File: src/rtl/alu_logic_pkg.sv
// Shared definitions for the ALU logic group (and/or/xor word units).
package alu_logic_pkg;

   // Default operand/result width of the logic-group word units
   localparam int ALU_WORD_W = 20;

   // Widest word the shared popcount helper accepts
   localparam int POP_MAX_W = 64;

   // Number of set bits in a word. Narrower words are zero-extended by the caller.
   function automatic int unsigned popcount(input logic [POP_MAX_W-1:0] v);
      int unsigned cnt;
      cnt = 0;
      for (int i = 0; i < POP_MAX_W; i++) begin
         cnt = cnt + {31'd0, v[i]};
      end
      return cnt;
   endfunction

endpackage

File: src/rtl/or_bit.sv
// One-bit OR cell; replicated across the word by or_word_unit.
module or_bit (
   input  logic a,
   input  logic b,
   output logic o
);

   assign o = a | b;

endmodule

File: src/rtl/or_word_unit.sv
// Registered bitwise-OR word unit with zero / all-ones / parity / popcount flags.
// Flags are derived from the next result and registered alongside it, so they
// always describe the word currently on o. WIDTH must be at least 2.
module or_word_unit
   import alu_logic_pkg::*;
#(
   parameter  int WIDTH = ALU_WORD_W,
   localparam int PCW   = $clog2(WIDTH + 1)
) (
   input  logic             clk,
   input  logic             rst,
   input  logic             in_valid,
   input  logic [WIDTH-1:0] a,
   input  logic [WIDTH-1:0] b,
   output logic             out_valid,
   output logic [WIDTH-1:0] o,
   output logic             zero,
   output logic             ones,
   output logic             parity,
   output logic [PCW-1:0]   popcnt
);

   logic [WIDTH-1:0] o_next;
   logic             zero_next;
   logic             ones_next;
   logic             parity_next;
   logic [PCW-1:0]   popcnt_next;

   logic             out_valid_reg;
   logic [WIDTH-1:0] o_reg;
   logic             zero_reg;
   logic             ones_reg;
   logic             parity_reg;
   logic [PCW-1:0]   popcnt_reg;

   // Combinational OR word built from one cell per bit
   generate
      for (genvar gi = 0; gi < WIDTH; gi++) begin : g_or_bits
         or_bit u_or_bit (
            .a (a[gi]),
            .b (b[gi]),
            .o (o_next[gi])
         );
      end
   endgenerate

   // Flag reduction on the next result; accumulator is sized to hold 0..WIDTH
   always_comb begin
      zero_next   = ~|o_next;
      ones_next   = &o_next;
      parity_next = ^o_next;
      popcnt_next = '0;
      for (int i = 0; i < WIDTH; i++) begin
         popcnt_next = popcnt_next + PCW'(o_next[i]);
      end
   end

   // Result/flag register: load on in_valid, hold otherwise; valid is a one-cycle strobe
   always_ff @(posedge clk) begin
      if (rst) begin
         out_valid_reg <= 1'b0;
         o_reg         <= '0;
         zero_reg      <= 1'b1;
         ones_reg      <= 1'b0;
         parity_reg    <= 1'b0;
         popcnt_reg    <= '0;
      end else begin
         out_valid_reg <= in_valid;
         if (in_valid) begin
            o_reg      <= o_next;
            zero_reg   <= zero_next;
            ones_reg   <= ones_next;
            parity_reg <= parity_next;
            popcnt_reg <= popcnt_next;
         end
      end
   end

   assign out_valid = out_valid_reg;
   assign o         = o_reg;
   assign zero      = zero_reg;
   assign ones      = ones_reg;
   assign parity    = parity_reg;
   assign popcnt    = popcnt_reg;

endmodule

File: config.mk
export PLATFORM = sky130hd
export DESIGN_NAME = or_word_unit
export DESIGN_NICKNAME = d
export VERILOG_FILES = /design/src/rtl/alu_logic_pkg.sv /design/src/rtl/or_bit.sv /design/src/rtl/or_word_unit.sv
export SDC_FILE = /design/constraint.sdc
export NUM_CORES = 1
export LEC_CHECK = 0
export ABC_AREA = 1
export CAP_MARGIN = 5
export CORE_MARGIN = 3
export CORE_UTILIZATION = 50
export DETAILED_ROUTE_END_ITERATION = 10
export PLACE_DENSITY = 0.85
export SETUP_SLACK_MARGIN = 0.5
export SYNTH_ARGS = -nofsm -noshare
export SYNTH_HDL_FRONTEND = slang
export SYNTH_HIERARCHICAL = 1
export SYNTH_SLANG_ARGS = --single-unit
File: constraint.sdc
create_clock -name clk -period 6.8 [get_ports clk]
set_input_delay 1.36 -clock clk [delete_from_list [all_inputs] [get_ports clk]]
set_output_delay 1.36 -clock clk [all_outputs]
set_load 0.02 [all_outputs]
==> results of run 1 <==
critical path, stage by stage:
cell and delay (ns):
clkdlybuf4s50_1 0.39, inv_1 0.05, nand2_1 0.11, fa_1 0.55, inv_1 0.05, fa_1 0.52
fa_1 0.44, fa_1 0.54, fa_1 0.41, inv_1 0.08, ha_1 0.18, inv_1 0.07
fa_1 0.40, xnor2_1 0.14, o21ai_0 0.16, inv_1 0.05
metal layers:
layer / track usage [%] / wire (um) / up-vias
met1: 24.9 / 2170 / 935
met2: 39.2 / 2670 / 75
met4: 9.84 / 165 / 0
met3: 4.13 / 402 / 14
met5: 0 / 0 / -
li1: - / - / 1067
power groups by stage:
stage / registers, mW / clock network [mW] / logic [mW]
3_5_place_dp: 0.206 / 0 / 0.364
6_report: 0.203 / 0.157 / 0.362
4_1_cts: 0.203 / 0.157 / 0.368
5_1_grt: 0.206 / 0.167 / 0.418
3_3_place_gp: 0.206 / 0 / 0.351
2_1_floorplan: 0.233 / 0 / 0.220
per-stage QoR:
stage	setup WS (ns)	cells	utilization [%]	cell area, um2	power [mW]
after global placement	1.29	426	71.2	2970	0.556
after CTS	1.46	434	73.6	3070	0.727
final	1.47	434	73.6	3070	0.722
after floorplan	1.80	312	-	2240	0.453
after global routing	1.21	434	73.6	3070	0.791
after detailed placement	1.17	426	71.2	2970	0.570
how the worst min path moves through the flow:
stage	from	to	slack, ns
global placement	zero	zero	0.47
CTS	popcnt[0]	popcnt[0]	0.51
detailed placement	zero	zero	0.48
global route	popcnt[0]	popcnt[0]	0.56
finish	popcnt[0]	popcnt[0]	0.50
floorplan	zero	zero	0.59
cell type report:
type	instances	area (um2)	area share [%]
sequential	29	581	18.9
clock inverter	1	5.00	0.163
timing repair buffer	72	718	23.4
inverter	93	349	11.4
multi-input combinational	182	1260	41.0
clock buffer	7	96.3	3.14
tap	50	62.6	2.04
cell usage after synthesis:
library cell  number
a21oi_1           25
buf_2              2
buf_4              2
clkbuf_1           2
clkbuf_2           1
clkbuf_8           1
dfxtp_1           29
fa_1              14
ha_1              27
inv_1             91
inv_2              2
nand2_1           54
nand3_1            7
nand4_1            4
nor2_1            18
nor2_2             1
o21ai_0           27
o21ba_2            1
o31ai_1            1
xnor2_1            3
kinds of logic after synthesis:
group / count (synthesis) / share of synthesized area, %
adders and majority gates: 41 / 27.6
DFF: 29 / 25.9
and+or+nand+nor: 84 / 15.0
xor gates and xnor gates: 3 / 1.17
buffers and inverters: 101 / 17.9
AOI/OAI and AO/OA: 54 / 12.4
==> results.toml, run 1 <==
[run_status]
status = "finished with violations"
failed_checks = "DRC"

[clock_network]
hold_buffers = 0
htreeDepth = 2
cts_resized = 0
post_cts_buffers = 0
cts_tree = "built"
root_buffer = "clkbuf_8"
clk_pin_slew_ns = 0.06
clkSinkCount = 29
max-clock-path-buffers = 2
numCtsBuffers = 5
clkLatencyLatePin_ns = 0.28

[floorplanning]
chipWidth_um = 72.9
dieArea_mm2 = 0.00532
dieHeight_um = 72.9
design.core.area_mm2 = 0.00417
rows = 23
initial_core_util_pct = 53.7
io_pins = 72

[setup_path]
worstPathArrival_ns = 5.50
cp-endpoint = "popcnt[2]"
startpoint = "a[0]"
critical_path_class = "in2reg"
r2r_slack_ns = 6.10
cp-start-kind = "primary input"
r2r_end = "zero"
crit_path_max_fanout = 3
cp.required_ns = 6.97
r2r_cells = 2
crit_path_end_kind = "flop"
r2r_start = "zero"

[routing]
post_drt_wl_per_cell_um = 12.4
vias_per_cell = 4.82
routed_wl_um = 5400
vias = 2091
drc = 1
drtPass1Iterations = 9
drtIter0Drc = 113
drtAntennaViolNets = 0

[yosys]
syn_nets = 396
synthCells = 312
syn_avg_cell_area_um2 = 7.18
synth_top_area_share_pct = 25.9
synth_seq_cells = 29
synthDistinctLibCells = 20
synthTopCellsByArea = "dfxtp_1 (26%), inv_1 (15%), ha_1 (15%)"
netlist_area_mm2 = 0.00224
synth_top_cell_by_area = "dfxtp_1"
synth_warnings = 6
yosysSeqAreaShare_pct = 25.9

[job]
maxCapViolCount = 0

[placed_design]
place_congestion = 0.862
io_buffer_count = 71
dp_hpwl_um = 4290

[timing]
min_period_ns = 5.33
hold_ws_ns = 0.503
tightestPinTransition_ns = 0.593
final.setup_skew_ns = 0
post-route-period-util_pct = 78.3
final.setup.tns_ns = 0
timing.fmax_mhz = 188
drv_slew = 0
rsz0062_at_grt = "no"
maxSlewHeadroom_pct = 60.4
setup_viol = 0
hold_viol_final = 0

[worst_hold_path]
worstHoldPathCells = 2
min_path_type = "reg2reg"

[global_route]
grt_overflow_total = 0
track_usage_pct = 21.8
grt_max_degree = 54
grt_pass1_vias = 2112
antenna_found_initial = 0
grt_pass1_wl_um = 9000

[power]
clkPwrFrac_pct = 21.8
seqPwrFrac_pct = 28.1
sw_frac_of_total_pct = 36.8
power_density_mw_per_mm2 = 235
p_sw_mw = 0.266
pwr-share-comb_pct = 50.1
vdd_drop_max_mv = 0.132
p_leak_nw = 1.71
intPower_mw = 0.457

[final_layout]
most-common-layout-cells = "inv_1 (91), clkdlybuf4s50_1 (71), nand2_1 (54)"
layout_commonest_cell = "inv_1"
num_antenna_cells = 0
area_growth_pct = 37.1
fill_cells = 313
largest_reg_flops = 20
drive_above_1_share_pct = 3.39
nNetsFinal = 467
Power figures use the tool's default switching activity.
==> inputs of run 2 (changes only) <==
--- a/config.mk
+++ b/config.mk
@@ -8,9 +8,9 @@
 export ABC_AREA = 1
 export CAP_MARGIN = 5
 export CORE_MARGIN = 3
-export CORE_UTILIZATION = 50
+export CORE_UTILIZATION = 42
 export DETAILED_ROUTE_END_ITERATION = 10
-export PLACE_DENSITY = 0.85
+export PLACE_DENSITY = 0.76
 export SETUP_SLACK_MARGIN = 0.5
 export SYNTH_ARGS = -nofsm -noshare
 export SYNTH_HDL_FRONTEND = slang
==> constraint.sdc (replaced) <==
create_clock -name clk -period 4.42 [get_ports clk]
set_input_delay 0.884 -clock clk [delete_from_list [all_inputs] [get_ports clk]]
set_output_delay 0.884 -clock clk [all_outputs]
set_load 0.02 [all_outputs]
==> run 2 against run 1 <==
  * The flow now finishes without violations
  * Sequential cell count unchanged
  * Die area is 17% higher
  * Power up 72%
  * Worst hold slack gained 0.0019 ns
  * Sequential share of layout area fell by 2.8 points
  * Non-clock buffer count grew 56
  * Clock power up 38%
  * Wire length grew 29%
  * Count of clock-buffer cells in the layout down 1
  * Cell area rose by 18%
  * Sequential power increased by 54%
  * Highest routed layer unchanged
==> results.toml, run 2 (synthesis results as in run 1) <==
[final_layout]
nNetsFinal = 523
num_antenna_cells = 0
area_growth_pct = 61.2
multi_input_area_mm2 = 0.00138
final_core_util_pct = 73.1
fill_cells = 377
largest_reg_flops = 20
fin_cells = 507
regArea_um2 = 581
layout_commonest_cell = "inv_1"
most-common-layout-cells = "inv_1 (73), buf_4 (55), clkdlybuf4s50_1 (53)"
drive_above_1_share_pct = 29.3
final_cell_area_mm2 = 0.00361

[power]
intPower_mw = 0.764
sw_frac_of_total_pct = 38.6
p_leak_nw = 1.97
power_density_mw_per_mm2 = 345
pwr-share-comb_pct = 57.6
vdd_drop_max_mv = 0.182
seqPwrFrac_pct = 25.0
clkPwrFrac_pct = 17.3
p_sw_mw = 0.480

[timing]
maxSlewHeadroom_pct = 49.1
hold_viol_final = 0
timing.fmax_mhz = 229
setup_viol = 0
rsz0062_at_grt = "yes"
final.setup.tns_ns = 0
final.setup_skew_ns = 0
drv_slew = 0
post-route-period-util_pct = 98.7
min_period_ns = 4.36
tightestPinTransition_ns = 0.761

[clock_network]
clk_pin_slew_ns = 0.06
numCtsBuffers = 5
htreeDepth = 2
hold_buffers = 0
cts_tree = "built"
root_buffer = "clkbuf_8"
max-clock-path-buffers = 2
clkSinkCount = 29
clkLatencyLatePin_ns = 0.28

[floorplanning]
design.core.area_mm2 = 0.00494
rows = 25
dieArea_mm2 = 0.00624
io_pins = 72
dieHeight_um = 79.0
initial_core_util_pct = 45.3
chipWidth_um = 79.0

[setup_path]
cp-start-kind = "primary input"
crit_path_max_fanout = 2
cpLargestDelayFamily = "adder cells"
cp_cell_sequence = "buf_6 -> inv_4 -> nand2_4 -> fa_1 -> inv_2 -> fa_1 -> fa_2 -> fa_2 -> fa_1 -> inv_2 -> ha_4 -> inv_2 -> fa_2 -> xnor2_1 -> o21ai_1 -> inv_1"
cp.required_ns = 4.60
worstPathBufferInverterCount = 6
crit_path_end_kind = "flop"
worstPathArrival_ns = 4.54
critical_path_class = "in2reg"
cp_slowest_cell = "fa_1"
max_stage_delay_ns = 0.56

[global_route]
antenna_found_initial = 0
grt_pass1_wl_um = 11000
grt_max_degree = 31
grt_overflow_total = 0
grt_pass1_vias = 2348
track_usage_pct = 22.6

[placed_design]
place_area_mm2 = 0.00314
dp_hpwl_um = 4680
io_buffer_count = 71
place_congestion = 0.838
dp_cells = 458

[routing]
vias = 2426
drc = 0
drtPass1Iterations = 5
routed_wl_um = 6960
drtAntennaViolNets = 0
post_drt_wl_per_cell_um = 13.7
vias_per_cell = 4.79
drtIter0Drc = 106

[job]
maxCapViolCount = 0

[run_status]
status = "complete, no violations"

[worst_hold_path]
min_path_type = "reg2reg"
==> run 2: path summary, 6_finish.rpt <==
path	from	end	slack [ns]	cells after the start
setup / recovery	b[3]	popcnt[2]	0.06	16
setup reg to reg	o[2]	o[2]	3.69	2
hold reg to reg	zero	zero	0.50	2
hold / removal	zero	zero	0.50	2
==> run 2: timing repair <==
| item | in CTS | in global routing |
|---|---|---|
| pin swaps | 11 | 20 |
| resized for setup | 73 | 40 |
| gates cloned | 0 | 0 |
| buffers inserted | 41 | 0 |
| endpoints found under the setup margin | 5 | 8 |
| hold endpoints to repair | 0 | 0 |
==> run 2: per-stage QoR <==
stage                     worst slack [ns]  hold WS [ns]  power [mW]
final                               0.0595         0.504        1.24
after global routing               -0.0261         0.537        1.34
after CTS                           0.0792         0.496        1.19
after detailed placement            -0.731         0.482       0.927
after global placement              -0.625         0.471       0.902
after floorplan                     0.0424         0.585       0.705
==> run 2: final cells by class <==
cell class              instances  share of cell area [%]
repair buffers                128                    30.6
inverters                      93                    10.5
well taps                      67                    2.32
multi-input cells             182                    38.3
clock inverters                 2                   0.277
flip-flops and latches         29                    16.1
clock buffers                   6                    2.01
==> run 2: per-layer routing <==
layer | vias to the layer above | track usage (%) | routed length (um)
met1 | 1099 | 27.1 | 2750
met5 | - | 0 | 0
met2 | 110 | 37.7 | 3400
met3 | 32 | 5.67 | 544
met4 | 0 | 10.8 | 265
li1 | 1185 | - | -
==> run 2: power by group through the flow <==
stage,sequential (mW),combinational (mW),clock (mW)
after detailed placement,0.317,0.610,0
after global routing,0.317,0.797,0.230
after floorplan,0.359,0.345,0
after global placement,0.317,0.585,0
final,0.312,0.717,0.216
after CTS,0.312,0.664,0.214
==> run 2: worst reg2reg max path: stages, from the launching register on <==
cell,delay (ns)
dfxtp_1,0.31
o21ai_0,0.19
a21oi_1,0.08
==> inputs of run 3 (changes only) <==
--- a/config.mk
+++ b/config.mk
@@ -5,11 +5,11 @@
 export SDC_FILE = /design/constraint.sdc
 export NUM_CORES = 1
 export LEC_CHECK = 0
-export ABC_AREA = 1
 export CAP_MARGIN = 5
 export CORE_MARGIN = 3
-export CORE_UTILIZATION = 42
+export CORE_UTILIZATION = 41
 export DETAILED_ROUTE_END_ITERATION = 10
+export HOLD_SLACK_MARGIN = 0.12
 export PLACE_DENSITY = 0.76
 export SETUP_SLACK_MARGIN = 0.5
 export SYNTH_ARGS = -nofsm -noshare
==> run 3 against run 2 <==
  * The flow now finishes with violations (setup timing)
  * First-iteration DRC count shrank 52%
  * Global-route usage shrank 6.4 points
  * Via count shrank 32%
==> results.toml, run 3 <==
[global_route]
track_usage_pct = 16.3
grt_pass1_wl_um = 7740
antenna_found_initial = 0
grt_pass1_vias = 1708
grt_max_degree = 32
grt_overflow_total = 0

[timing]
hold_viol_final = 0
tightestPinTransition_ns = 1.07
final.setup_skew_ns = 0
setup_viol = 4
layout_setup_ws_ns = -0.199
drv_slew = 0
post-route-period-util_pct = 104
rsz0062_at_grt = "yes"
maxSlewHeadroom_pct = 28.1
timing.fmax_mhz = 217
min_period_ns = 4.62

[worst_hold_path]
min_path_type = "reg2reg"
worstHoldStart = "zero"
worstHoldEndpoint = "zero"
worstHoldPathCells = 2

[power]
p_leak_nw = 1.49
power_density_mw_per_mm2 = 413
vdd_drop_max_mv = 0.197

[floorplanning]
initial_core_util_pct = 42.9
dieArea_mm2 = 0.00586
io_pins = 72
chipWidth_um = 76.6
rows = 25
design.core.area_mm2 = 0.00475
dieHeight_um = 76.6

[setup_path]
crit_top_cell = "fa_1"
cp_cell_sequence = "buf_6 -> or2_4 -> fa_1 -> inv_2 -> fa_1 -> fa_1 -> fa_1 -> fa_1 -> inv_2 -> ha_4 -> inv_2 -> fa_2 -> nand2b_4 -> a21oi_4 -> nor2_2 -> a211oi_2"
worstPathArrival_ns = 4.81
cpLargestDelayFamily = "adder cells"
cp.required_ns = 4.61
cp_slowest_cell = "fa_1"
r2r_end = "popcnt[4]"
r2r_slack_ns = 3.70
worstPathBufferInverterCount = 4
r2r_start = "popcnt[4]"
cp-start-kind = "primary input"
r2r_cells = 2
crit_path_max_fanout = 2
startpoint = "b[5]"
max_stage_delay_ns = 0.55
critical_path_class = "in2reg"
crit_path_end_kind = "flop"

[clock_network]
max-clock-path-buffers = 2
clk_pin_slew_ns = 0.06
clkLatencyLatePin_ns = 0.28
hold_buffers = 0
numCtsBuffers = 5
clkSinkCount = 29
cts_tree = "built"
root_buffer = "clkbuf_8"
htreeDepth = 2

[final_layout]
final_core_util_pct = 62.7
fin_cells = 366
nNetsFinal = 382
drive_above_1_share_pct = 19.1
final_cell_area_mm2 = 0.00298
most-common-layout-cells = "clkdlybuf4s50_1 (52), inv_1 (34), nor2_1 (29), dfxtp_1 (29), ha_1 (26)"
largest_reg_flops = 20
layout_commonest_cell = "clkdlybuf4s50_1"
num_antenna_cells = 0
area_growth_pct = 46.0

[yosys]
synth.most_common_cell = "inv_1"
synth_top_cell_by_area = "dfxtp_1"
synth_seq_cells = 29
synth_top_area_share_pct = 28.4
yosys-top-cells-count = "inv_1 (37), nor2_1 (30), dfxtp_1 (29)"
synth_warnings = 6
syn_nets = 297
synth_edf_count = 0
synthFlopType = "dfxtp_1"
synthCells = 213
synthTopCellsByArea = "dfxtp_1 (28%), ha_1 (17%), fa_1 (14%)"
syn_avg_cell_area_um2 = 9.59
netlist_area_mm2 = 0.00204
yosysSeqAreaShare_pct = 28.4
synth_async_sr_flop_share_pct = 0
synthDistinctLibCells = 24

[routing]
drtAntennaViolNets = 0
routed_wl_um = 4530
drtIter0Drc = 51
drtPass1Iterations = 4
vias_per_cell = 4.49
post_drt_wl_per_cell_um = 12.4
drc = 0
vias = 1644

[placed_design]
place_congestion = 0.861
dp_cells = 355
dp_hpwl_um = 3600
place_area_mm2 = 0.00291
place_ws_ns = -0.886
io_buffer_count = 71

[job]
maxCapViolCount = 0

[run_status]
status = "finished with violations"
failed_checks = "setup timing"
-- run 3: cell types whose count changed after synthesis, moves of 3 or more --
cell and change:
a21oi_1 -20, a211oi_1 +3, xnor2_1 +3, or2_1 +20, nor2_1 +12, o21ai_0 -27
nand3_1 -6, nand2_1 -53, inv_1 -54, mux2i_1 +21
-- run 3: cell families (layout without fill, tap and decap cells) --
| logic type | after synthesis | count (layout) | share of synthesized area [%] |
|---|---|---|---|
| xor+xnor | 10 | 10 | 5.33 |
| simple gates | 58 | 58 | 13.9 |
| compound gates | 11 | 11 | 3.68 |
| flops | 29 | 29 | 28.4 |
| mux | 21 | 21 | 10.3 |
| buf+inv | 43 | 129 | 8.09 |
| fa+ha+maj | 41 | 41 | 30.3 |
-- run 3: timing repair --
| action | CTS | global route |
|---|---|---|
| buffers inserted | 1 | 2 |
| pin swaps | 23 | 17 |
| endpoints found under the setup margin | 5 | 5 |
| gates resized for setup | 58 | 8 |
-- run 3: area by class of cell --
cell class | instances | area [um2]
clock buffers | 6 | 72.6
multi-input cells | 141 | 1360
flip-flops and latches | 29 | 581
clock inverters | 2 | 10.0
repair buffers | 84 | 737
well taps | 67 | 83.8
inverters | 37 | 139
fillers | 405 | 1770
-- run 3: worst reg2reg max path, delay by kind of cell, from the launching register on --
family / cells / cell delay, ns
compound gates: 1 / 0.22
flops: 1 / 0.34
simple gates: 1 / 0.07
-- run 3: layer usage --
metal  wire [um]  up-vias  GRT usage (%)
met3         261        7           5.20
met4          53        0           4.35
li1            -      834              -
met2        2240       46           27.9
met1        1970      757           19.5
met5           0        -              0
-- run 3: stage by stage --
step / total power [mW] / hold WS [ns] / TNS, ns
final: 1.23 / 0.482 / -0.543
after global routing: 1.33 / 0.526 / -1.15
after detailed placement: 0.930 / 0.470 / -3.36
after CTS: 1.17 / 0.485 / -0.853
after floorplan: 0.736 / 0.550 / -0.638
after global placement: 0.908 / 0.463 / -3.00
-- run 3: report_power, final --
part           switching, mW  internal (mW)  leakage, nW
Clock                  0.108          0.109       0.0450
Sequential            0.0171          0.297        0.241
Combinational          0.340          0.360         1.20
Total                  0.465          0.766         1.49
-- run 3: worst max path at each step --
| stage | end | cells after the start |
|---|---|---|
| after global routing | popcnt[4] | 16 |
| after CTS | popcnt[4] | 16 |
| after global placement | popcnt[4] | 16 |
| final | popcnt[4] | 16 |
| after detailed placement | popcnt[4] | 16 |
| after floorplan | popcnt[4] | 15 |
==> patch (config.mk and constraints of run 3) <==
Reset style: asynchronous (`rst`), changed in one clocked block.
--- a/src/rtl/or_word_unit.sv
+++ b/src/rtl/or_word_unit.sv
@@ -57,5 +57,5 @@
 
    // Result/flag register: load on in_valid, hold otherwise; valid is a one-cycle strobe
-   always_ff @(posedge clk) begin
+   always_ff @(posedge clk or posedge rst) begin
       if (rst) begin
          out_valid_reg <= 1'b0;
Behaviour: differs if rst is asserted again (counterexample within 4 cycles, from zero or initial values and one cycle with rst high); with rst held inactive, the same outputs for 10 cycles.
==> patch against run 3 <==
- the flow still finishes with violations (negative setup slack)
- critical endpoint is now popcnt[2]
- routed wire length is 4.2% higher
- largest power group unchanged
- worst setup slack better by 0.035 ns
- power is 16% higher
- sequential power is 7.0% higher
- design area is 5.9% higher
- area after synthesis is 3.1% higher
- utilization is 2.4 points higher
- critical path type unchanged
- sequential cell count stayed put
==> patch: results (changes against run 3) <==
* Synth Area in Compound Gates at 0.0178 (-0.0189)
* Sw Share at 0.331 (-0.0467)
* Vias in the first global route at 1668 (-2.3%)
* Resized Gates After CTS at 62 (+6.9%)
* Nets@finish at 363 (-5.0%)
* Met3 wire length at 361 um (+38%)
* Async SR Flop Fraction at 1.00 (+1.00)
* R2R setup slack at 3.65 ns (-0.05 ns)
* Hpwl dp at 3890 um (+8.2%)
* Gpl congestion at 0.829 (-3.6%)
* Static Leak at 1.53 nW (+2.4%)
* Sequential fraction of the synthesis area at 0.345 (+0.0611)
* Syn_nets at 270 (-9.1%)
* Setup Fix Bufs, Post-CTS at 2 (+1)
* Wire length on met1 at 2170 um (+9.8%)
* Largest net degree at the start of global routing at 34 (+6.3%)
* Distinct cells, synth at 20 (-17%)
* Via count at 1593 (-3.1%)
* Comb power at 0.000768 W (+9.7%)
* Layout cell share with drive strength beyond 1 at 0.321 (+0.131)
* Placed insts at 336 (-5.4%)
* Cells after Synth at 186 (-13%)
* Maximum vdd drop at 0.300 mV (+52%)
* Area after DPL at 3030 um2 (+4.1%)
* Outcome: complete, but fails checks
* Setup WS post-layout at -0.164 ns (+0.0353 ns)
* Slew @ Worst Pin at 1.03 ns (-0.0419 ns)
* CP endpoint: popcnt[2]
* Failing checks: negative setup slack
* Vias/cell at 4.59 (+2.2%)
* Adder-cell share of the synthesized area at 0.294 (-0.00900)
* Met2 WL post-DR at 2160 um (-3.2%)
* Critical path's largest stage delay at 0.55 ns (about the same)
* Most frequent cells after synthesis: 37 x inv_1, 28 x dfrtp_1, 27 x ha_1, 23 x mux2_2, 20 x or2_1
* Min-Delay Startpoint: o[14]
* Synth Area in XOR/XNOR at 0.0482 (-0.00515)
* Synth top area cells: dfrtp_1 33%, ha_1 16%, fa_1 13%
* WL final at 4720 um (+4.2%)
* RR Startpoint: popcnt[2]
* Clk pwr at 0.000326 W (+50%)
* Final setup fails at 3 (-1)
* GRT Util Overall at 0.167 (+0.00413)
* Starting DRT DRC Count at 33 (-35%)
* Crit. Startpoint: a[5]
* Combinational Power Share at 0.537 (-0.032)
* Pre-CTS setup slack at -0.828 ns (+0.0581 ns)
-- patch: cell count changes after synthesis, sizes merged, moves of 2 or more --
cell / before / now
a211oi: 4 / 0
dfrtp: 0 / 28
dfxtp: 29 / 0
mux2: 0 / 24
mux2i: 21 / 0
nor2: 30 / 5
nor3: 0 / 2
-- patch: metal layers --
layer / global-route usage / vias up
li1: - / 765
met4: 0.0427 / 0
met5: 0 / -
met1: 0.229 / 771
met2: 0.259 / 53
met3: 0.0476 / 4
-- patch: how the worst min path moves through the flow --
stage / end / slack [ns] / cells past startpoint
2_1_floorplan: o[14] / 0.61 / 1
3_3_place_gp: o[14] / 0.47 / 1
3_5_place_dp: o[14] / 0.48 / 1
4_1_cts: o[14] / 0.50 / 1
5_1_grt: o[14] / 0.52 / 1
6_report: o[14] / 0.49 / 1
-- patch: cell type report --
cell class	instances	area, um2
fillers	388	1690
multi-input cells	116	1290
repair buffers	90	782
flip-flops and latches	29	727
inverters	37	139
well taps	67	83.8
clock buffers	5	68.8
clock inverters	3	65.1
